`src/rtl/l2_writeback_buffer_pkg.sv`:
```
// Shared LC-3b types for the L2 writeback buffer.
// Tag width follows WB_OFFSET_BITS (16-byte lines by default).
package lc3b_types;

  typedef logic [15:0]  lc3b_word;
  typedef logic [127:0] lc3b_line;

  localparam int WB_OFFSET_BITS = 4;

  typedef struct packed {
    logic                     valid;
    logic [15:WB_OFFSET_BITS] tag;
    lc3b_line                 data;
  } lc3b_wb_entry;

  typedef enum logic [1:0] {
    IDLE,
    READ,
    DRAIN,
    RESP
  } lc3b_wb_state;

  function automatic logic [15:WB_OFFSET_BITS] line_tag(lc3b_word a);
    return a[15:WB_OFFSET_BITS];
  endfunction

endpackage

```
`src/rtl/l2_writeback_buffer_entry_array.sv`:
```
// Writeback entry storage: FIFO pointers plus youngest-match tag lookup.
// hit_data port only exists when WB_FWD_EN is defined.
module wb_entry_array
  import lc3b_types::*;
#(
  parameter int DEPTH       = 4,
  parameter int OFFSET_BITS = WB_OFFSET_BITS
) (
  input  logic        clk,
  input  logic        rst_n,
  input  logic        push,
  input  logic        pop,
  input  logic [15:0] push_addr,
  input  logic [127:0] push_data,
  input  logic [15:0] look_addr,
  output logic        hit,
`ifdef WB_FWD_EN
  output logic [127:0] hit_data,
`endif
  output logic [15:0] head_addr,
  output logic [127:0] head_data,
  output logic        empty,
  output logic        full
);

  localparam int PW = $clog2(DEPTH);
  localparam int CW = $clog2(DEPTH + 1);

  lc3b_wb_entry    mem [DEPTH];
  logic [PW-1:0]   hd;
  logic [PW-1:0]   tl;
  logic [CW-1:0]   count;
  logic [CW-1:0]   count_nxt;

  assign count_nxt = count + CW'(push) - CW'(pop);
  assign full      = (count == CW'(DEPTH));
  assign head_addr = lc3b_word'(mem[hd].tag) << OFFSET_BITS;
  assign head_data = mem[hd].data;

  always_ff @(posedge clk or negedge rst_n) begin
    if (!rst_n) begin
      hd    <= '0;
      tl    <= '0;
      count <= '0;
      empty <= 1'b1;
      for (int i = 0; i < DEPTH; i++) mem[i] <= '0;
    end else begin
      if (push) begin
        mem[tl] <= '{valid: 1'b1,
                     tag:   line_tag(push_addr),
                     data:  push_data};
        tl      <= tl + 1'b1;
      end
      if (pop) begin
        mem[hd].valid <= 1'b0;
        hd            <= hd + 1'b1;
      end
      count <= count_nxt;
      empty <= (count_nxt == '0);
    end
  end

  // Walk oldest to youngest so the last match wins.
  always_comb begin
    logic [PW-1:0] idx;
    idx = '0;
    hit = 1'b0;
`ifdef WB_FWD_EN
    hit_data = '0;
`endif
    for (int i = 0; i < DEPTH; i++) begin
      idx = hd + PW'(i);
      if (mem[idx].valid &&
          mem[idx].tag == line_tag(look_addr)) begin
        hit = 1'b1;
`ifdef WB_FWD_EN
        hit_data = mem[idx].data;
`endif
      end
    end
  end

endmodule

```
`src/rtl/l2_writeback_buffer.sv`:
```
// Posted-write buffer between L2 and pmem; reads bypass queued writebacks.
// WB_FWD_EN: serve read hits from the buffer instead of draining first.
module l2_writeback_buffer
  import lc3b_types::*;
#(
  parameter int DEPTH       = 4,
  parameter int OFFSET_BITS = WB_OFFSET_BITS
) (
  input  logic         clk,
  input  logic         rst_n,
  input  logic         l2_read,
  input  logic         l2_write,
  input  logic [15:0]  l2_address,
  input  logic [127:0] l2_wdata,
  output logic [127:0] l2_rdata,
  output logic         l2_resp,
  output logic         pmem_read,
  output logic         pmem_write,
  output logic [15:0]  pmem_address,
  output logic [127:0] pmem_wdata,
  input  logic [127:0] pmem_rdata,
  input  logic         pmem_resp,
  output logic         wb_empty
);

  lc3b_wb_state state;
  logic         push;
  logic         pop;
  logic         hit;
  logic         full;
  logic [15:0]  head_addr;
  logic [127:0] head_data;
`ifdef WB_FWD_EN
  logic [127:0] hit_data;
`endif

  assign push = (state == IDLE) && !l2_read && l2_write && !full;
  assign pop  = (state == DRAIN) && pmem_resp;

  wb_entry_array #(
    .DEPTH       (DEPTH),
    .OFFSET_BITS (OFFSET_BITS)
  ) u_array (
    .clk       (clk),
    .rst_n     (rst_n),
    .push      (push),
    .pop       (pop),
    .push_addr (l2_address),
    .push_data (l2_wdata),
    .look_addr (l2_address),
    .hit       (hit),
`ifdef WB_FWD_EN
    .hit_data  (hit_data),
`endif
    .head_addr (head_addr),
    .head_data (head_data),
    .empty     (wb_empty),
    .full      (full)
  );

  always_ff @(posedge clk or negedge rst_n) begin
    if (!rst_n) begin
      state        <= IDLE;
      l2_resp      <= 1'b0;
      l2_rdata     <= '0;
      pmem_read    <= 1'b0;
      pmem_write   <= 1'b0;
      pmem_address <= '0;
      pmem_wdata   <= '0;
    end else begin
      unique case (state)
        IDLE: begin
          if (l2_read && hit) begin
`ifdef WB_FWD_EN
            l2_rdata <= hit_data;
            l2_resp  <= 1'b1;
            state    <= RESP;
`else
            // Older copy must reach pmem before the read goes out.
            pmem_write   <= 1'b1;
            pmem_address <= head_addr;
            pmem_wdata   <= head_data;
            state        <= DRAIN;
`endif
          end else if (l2_read) begin
            pmem_read    <= 1'b1;
            pmem_address <= l2_address;
            state        <= READ;
          end else if (push) begin
            l2_resp <= 1'b1;
            state   <= RESP;
          end else if (!wb_empty) begin
            pmem_write   <= 1'b1;
            pmem_address <= head_addr;
            pmem_wdata   <= head_data;
            state        <= DRAIN;
          end
        end
        READ: begin
          if (pmem_resp) begin
            pmem_read <= 1'b0;
            l2_rdata  <= pmem_rdata;
            l2_resp   <= 1'b1;
            state     <= RESP;
          end
        end
        DRAIN: begin
          if (pmem_resp) begin
            pmem_write <= 1'b0;
            state      <= IDLE;
          end
        end
        RESP: begin
          l2_resp <= 1'b0;
          state   <= IDLE;
        end
        default: state <= IDLE;
      endcase
    end
  end

endmodule

```
`config.mk`:
```
export PLATFORM = sky130hd
export DESIGN_NAME = l2_writeback_buffer
export DESIGN_NICKNAME = d
export VERILOG_FILES = /design/src/rtl/l2_writeback_buffer_pkg.sv /design/src/rtl/l2_writeback_buffer_entry_array.sv /design/src/rtl/l2_writeback_buffer.sv
export SDC_FILE = /design/constraint.sdc
export NUM_CORES = 1
export LEC_CHECK = 0
export BUFFER_PORTS_ARGS = -buffer_cell sky130_fd_sc_hd__buf_2
export CAP_MARGIN = 20
export CORE_UTILIZATION = 55
export DETAILED_ROUTE_END_ITERATION = 10
export HOLD_SLACK_MARGIN = 0.03
export PLACE_DENSITY = 0.78
export SYNTH_ARGS = -nofsm -noshare
export SYNTH_HDL_FRONTEND = slang
export SYNTH_SLANG_ARGS = --single-unit
```
`constraint.sdc`:
```
create_clock -name clk -period 5.5 [get_ports clk]
set_clock_uncertainty 0.1 [all_clocks]
set_input_delay 0.275 -clock clk [delete_from_list [all_inputs] [get_ports clk]]
set_output_delay 0.275 -clock clk [all_outputs]
set_load 0.03 [all_outputs]
```
==> results of run 1 <==
==> power by group through the flow <==
| stage | clock network [uW] | logic (uW) | registers, uW |
|---|---|---|---|
| after detailed placement | 0 | 12900 | 11100 |
| after floorplan | 0 | 7730 | 12600 |
| after CTS | 6350 | 13200 | 11100 |
| final | 6260 | 13200 | 11200 |
| after global placement | 0 | 12500 | 10800 |
| after global routing | 6620 | 14100 | 11500 |
==> layout make-up <==
class                   instances  share of cell area (%)
flip-flops and latches        849                    43.9
multi-input cells            1670                    34.5
well taps                     940                    2.43
inverters                      11                  0.0854
repair buffers                872                    12.6
clock inverters                37                    1.12
clock buffers                 119                    5.19
diodes                         19                  0.0983
==> final timing paths <==
check | from | end | slack (ns)
worst min-delay path | l2_address[15] | flop | 0.08
worst max register to register | u_array.hd[1] | pmem_wdata[4] | 1.27
worst min register to register | l2_rdata[94] | l2_rdata[94] | 0.40
max in group asynchronous | rst_n | async pin | 3.53
min in group asynchronous | rst_n | async pin | 0.18
worst max-delay path | u_array.hd[1] | pmem_wdata[4] | 1.27
==> repair_timing <==
item / CTS / global route
endpoints found under the hold margin: 767 / 0
buffers inserted: 0 / 0
hold buffers: 271 / 0
==> synthesized netlist by cell type, types with 2 or more instances <==
| library cell | number |
|---|---|
| a32oi_1 | 3 |
| nor4_1 | 2 |
| dfrtp_1 | 848 |
| o21ai_1 | 4 |
| o2111ai_1 | 3 |
| and3_1 | 13 |
| o211ai_1 | 2 |
| mux2i_1 | 38 |
| o31ai_1 | 131 |
| o31a_1 | 2 |
| nand2b_1 | 3 |
| xor2_1 | 21 |
| or3_1 | 4 |
| buf_6 | 11 |
| a31o_1 | 102 |
| buf_4 | 7 |
| nand3_1 | 24 |
| nand4_1 | 3 |
| buf_2 | 39 |
| buf_1 | 24 |
| or4_1 | 2 |
| nand3b_1 | 3 |
| xnor2_1 | 43 |
| nor3_1 | 10 |
| mux4_2 | 159 |
| nand2_1 | 292 |
| a31o_2 | 26 |
| a211oi_1 | 5 |
| mux2_2 | 694 |
| o21ai_0 | 14 |
| clkbuf_1 | 149 |
| ha_1 | 10 |
| nor2_1 | 12 |
| inv_1 | 10 |
| a22oi_1 | 6 |
| a21oi_1 | 20 |
| a21o_1 | 2 |
==> through the flow <==
| stage | utilization, % | cell area, um^2 | std cells | hold slack [ns] |
|---|---|---|---|---|
| 3_3_place_gp | 60.7 | 42500 | 4070 | 0.247 |
| 6_report | 69.1 | 48400 | 4517 | 0.0824 |
| 5_1_grt | 69.1 | 48400 | 4512 | 0.0771 |
| 3_5_place_dp | 60.7 | 42500 | 4070 | 0.270 |
| 2_1_floorplan | - | 38900 | 2760 | -0.121 |
| 4_1_cts | 69.0 | 48300 | 4497 | 0.0400 |
==> layer usage <==
layer,routed length (um),vias up
met5,54,-
met4,5170,10
met3,7620,300
met2,55400,1181
met1,41000,14200
li1,-,11700
==> kinds of logic (layout without fill, tap and decap cells) <==
group	count (synthesis)	in the layout
AOI/OAI and AO/OA	329	329
xor gates and xnor gates	64	64
adders and majority gates	11	11
buffers and inverters	241	1039
DFF	849	849
muxes	891	891
other	0	19
and+or+nand+nor	375	375
==> worst max-delay path: cells and delay by family (launching register included) <==
kind | cells | cell delay, ns
buffers and inverters | 4 | 0.90
AND/OR/NAND/NOR | 3 | 0.70
adder cells (fa/ha/maj) | 1 | 0.63
multiplexers | 1 | 0.53
AO/OA/AOI/OAI | 2 | 0.50
flip-flops | 1 | 0.42
XOR/XNOR | 1 | 0.16
==> results.tsv, run 1 <==
metric	value	unit
power_switching	11500	uW
post_drt_wl_per_cell	24.2	um
via_per_inst	6.06	
cts_root_buf	clkbuf_16	
synthCells	2760	
synth_top_family_by_area	multiplexers	
grt_most_used_layer	met2	
grt_start_max_net_pins	202	
cts.reportedPaths.clkPinSlew	0.06	ns
drv_cap	0	
synth_xor_area_share	1.44	%
critical_path.max_stage_delay	0.63	ns
setup_tns	0	ns
grt_setup_unrepaired	no	
critPathKind	reg2reg	
ctsLongestPathBuffers	3	
internal-power	19200	uW
yosys_warnings	0	
finalSetupViolations	0	
path_cells	inv_1 > ha_2 > buf_12 > mux4_2 > xor2_1 > nor4_1 > nand2_1 > o22a_1 > buf_4 > nand3_4 > buf_12 > a31o_2	
htree_levels	3	
met1_usage	35.9	%
cts.sinks	849	
mostFrequentLayoutCell	dfrtp_1	
drtPass1Iterations	7	
holdCritPathClass	in2reg	
drc_errors	0	
io_pins	553	
cp-start-kind	flop	
total_power	30700	uW
cts_tree	built	
wirelength	109000	um
grtUsageMet2	51.7	%
start_util	55.6	%
via_count	27400	
fp-row-count	97	
final_cell_mix	dfrtp_1, mux2_2, buf_2	
pre_cts_ws	1.36	ns
synth.cell_area	0.0389	mm^2
cp_max_fo	96	
p_sw_share	37.4	%
clk_latency	0.64	ns
cts_resized	0	
numCtsBuffers	89	
finalCritPeriodShare	77.0	%
grtUsageTotal	30.2	%
die_h	268	um
finalWeightedCongestion	0.900	
overflow	0	
io_buffers	552	
chipWidth	268	um
outcome	finished, final reports clean	
synth_simple_gate_area_share	4.04	%
leakage	0.0224	uW
critical_path_arrival	4.70	ns
powerDensity	634	mW/mm^2
cp_common_cell	buf_12	
nFillCells	4554	
critPathSlowestCell	ha_2	
holdPathStages	2	
drive_above_1_share	46.1	%
slew_viol_final	0	
yosysTopAreaCell	dfrtp_1	
drt_iter0_markers	2117	
nNetsFinal	3781	
met3_usage	6.42	%
antenna_found_initial	24	
multi_input_area	0.0167	mm^2
ys_types	56	
ff_latch_area	0.0213	mm^2
max_clock_freq	236	MHz
synth-main-ff-cell	dfrtp_1	
hold_violations	0	
ys_ff_latch	849	
synth_top_cells_by_area	dfrtp_1, mux2_2, mux4_2, nand2_1, o31ai_1	
syn_to_final_growth	24.2	%
r2r_cells	12	
synthAdderAreaFrac	0.373	%
muxShareOfSynthArea	30.2	%
fin_ws	1.27	ns
synth_compound_area_share	6.61	%
yosysSeqAreaShare	54.6	%
syn_area_per_cell	14.1	um^2
grt_pass1_wl	167000	um
die-area	0.0719	mm^2
relSlewSlack	24.8	%
period_needed	4.23	ns
combPwrFrac	43.1	%
p_clk_share	20.4	%
synth_edf_count	0	
coreArea	0.0700	mm^2
postRouteAntennaNets	0	
worst_pin_slew	1.13	ns
synthArstFlopShare	100	%
pwr-share-seq	36.5	%
grt_pass1_vias	29200	
hpwl	65900	um
peakVddDrop	487	uV
cp-end-kind	flop	
crit_required	5.97	ns
synth_top_area_share	54.5	%
synth.net_count	3048	
Note: power is estimated with default switching activity, not from simulation.
==> inputs of run 2 (changes only) <==
- clock period: 5.5 -> 4.15 ns (I/O delays scaled with it)
==> run 2 against run 1 <==
Effect of this change:
- die area unchanged
- flip-flop and latch count stayed put
- utilization is 0.34 points higher
- combinational power up 33%
- sequential power up 33%
- sequential share of layout area fell by 0.21 points
- largest power group unchanged
- count of clock-buffer cells in the layout is 9 higher
- highest routed layer unchanged
- cell count up 0.46%
- cell area is 0.49% higher
- total power grew 33%
- hold slack gained 0.10 ns
==> results.tsv, run 2 (same netlist as run 1, synthesis figures left out) <==
metric	value	unit	change
die_h	268	um	unchanged
htree_levels	3		unchanged
outcome	finished, final reports clean		
cts_root_buf	clkbuf_16		
wl_met1	41900	um	+2.3%
post_drt_wl_per_cell	24.4	um	+0.80%
slew_viol_final	0		unchanged
drt_iter0_markers	1935		-8.6%
finalSetupViolations	0		unchanged
critPathSlowestCell	mux4_2		
crit_family	buffers and inverters		
grtUsageTotal	30.9	%	+0.65 points
path_buf_inv	2		-2
worst_pin_slew	1.15	ns	+0.0274 ns
ctsLongestPathBuffers	3		unchanged
numCtsBuffers	90		+1.1%
post-cts-setup-buffers	0		unchanged
mostFrequentLayoutCell	dfrtp_1		
nNetsFinal	3797		+0.42%
r2r_cells	9		-3
cts.sinks	849		unchanged
cts.reportedPaths.clkPinSlew	0.06	ns	about the same
syn_to_final_growth	24.9	%	
grt_setup_unrepaired	no		
grt_pass1_vias	29500		+1.0%
relSlewSlack	23.0	%	-1.8 points
powerDensity	837	mW/mm^2	+32%
pre_cts_ws	0.278	ns	-1.09 ns
critical_path.max_stage_delay	0.61	ns	-0.02 ns
wl_met3	7960	um	+4.4%
cp_max_fo	98		+2.1%
wirelength	111000	um	+1.3%
max_clock_freq	256	MHz	+8.5%
nFillCells	4541		-0.29%
period_needed	3.90	ns	-0.330 ns
via_per_inst	6.06		about the same
setup_tns	0	ns	unchanged
path_cells	buf_12 > mux4_2 > xnor2_1 > o2111ai_1 > or4_1 > o22ai_4 > buf_12 > o31ai_1 > a31o_2		
fin_ws	0.245	ns	-1.02 ns
wl_met2	55000	um	-0.81%
hold_violations	0		unchanged
chipWidth	268	um	unchanged
drc_errors	0		unchanged
peakVddDrop	556	uV	+14%
final_cell_mix	dfrtp_1, mux2_2, buf_2		
drive_above_1_share	46.1	%	about the same
cts_tree	built		
crit_required	4.58	ns	-1.39 ns
top_layer	met5		
drtPass1Iterations	8		+1
grt_start_max_net_pins	168		-17%
overflow	0		unchanged
holdCritPathClass	in2async		
cp-start-kind	flop		
start_util	55.6	%	unchanged
finalWeightedCongestion	0.879		-2.3%
drv_cap	0		unchanged
cp-end-kind	flop		
hpwl	66900	um	+1.5%
io_pins	553		unchanged
grt_pass1_wl	170000	um	+2.0%
r2r-end	pmem_wdata[16]		
fp-row-count	97		unchanged
via_count	27500		+0.49%
cp_common_cell	buf_12		
coreArea	0.0700	mm^2	unchanged
antenna_found_initial	26		+8.3%
critical_path_arrival	4.34	ns	-0.36 ns
clk_latency	0.64	ns	about the same
die-area	0.0719	mm^2	unchanged
finalCritPeriodShare	94.1	%	+17 points
reg2reg_slack	0.25	ns	-1.02 ns
postRouteAntennaNets	0		unchanged
r2r-start	u_array.hd[0]		
io_buffers	552		unchanged
critPathKind	reg2reg		
leakage	0.0225	uW	+0.51%
run 2: changes by cell type in the layout (fill, tap and decap cells not counted), moves of 3 or more:
cell | before | now
dlygate4sd3_1 | 271 | 275
clkbuf_16 | 89 | 92
buf_12 | 19 | 30
clkinvlp_4 | 6 | 3
clkbuf_1 | 13 | 19
bufinv_16 | 11 | 8
run 2: final cells by class:
class | instances | area [um^2] | share of cell area, %
Sequential cell | 849 | 21300 | 43.7
Clock inverter | 32 | 427 | 0.878
Multi-Input combinational cell | 1670 | 16700 | 34.4
Clock buffer | 128 | 2610 | 5.36
Inverter | 11 | 41.3 | 0.0849
Antenna cell | 21 | 52.6 | 0.108
Timing Repair Buffer | 887 | 6350 | 13.1
Tap cell | 940 | 1180 | 2.42
run 2: layer usage:
metal	track usage [%]	vias to the layer above
met4	16.2	12
met3	7.25	330
met1	37.7	14300
met5	0	-
li1	-	11700
met2	51.1	1172
run 2: power breakdown:
group          internal (uW)  total, uW  switching [uW]  leakage, uW
clock                   4880       8230            3350      0.00149
sequential             12300      14900            2550       0.0105
combinational           8260      17600            9340       0.0105
total                  25400      40700           15200       0.0225
run 2: how the worst max path moves through the flow:
| stage | start | endpoint | slack, ns | depth (start not counted) |
|---|---|---|---|---|
| final | u_array.hd[0] | pmem_wdata[16] | 0.25 | 9 |
| after global routing | u_array.hd[0] | pmem_wdata[16] | 0.12 | 9 |
| after CTS | u_array.hd[1] | pmem_wdata[2] | 0.25 | 11 |
| after detailed placement | u_array.hd[1] | pmem_wdata[35] | 0.28 | 11 |
| after global placement | u_array.hd[1] | pmem_wdata[14] | 0.37 | 11 |
| after floorplan | u_array.hd[0] | pmem_wdata[125] | 0.28 | 16 |
run 2: repair_timing:
action                                  CTS  global route
hold buffers                            275             0
endpoints found under the hold margin   796             0
endpoints found under the setup margin    0             4
resized for setup                         0             1
run 2: through the flow:
step                      util, %  power, uW  std cells  area (um^2)  hold slack, ns
after global placement       61.0      30900       4081        42700           0.261
after floorplan                 -      27000       2760        38900          -0.188
final                        69.4      40700       4538        48600           0.184
after detailed placement     61.0      32000       4081        42700           0.294
after global routing         69.4      42700       4534        48600           0.227
after CTS                    69.3      40500       4516        48500           0.175
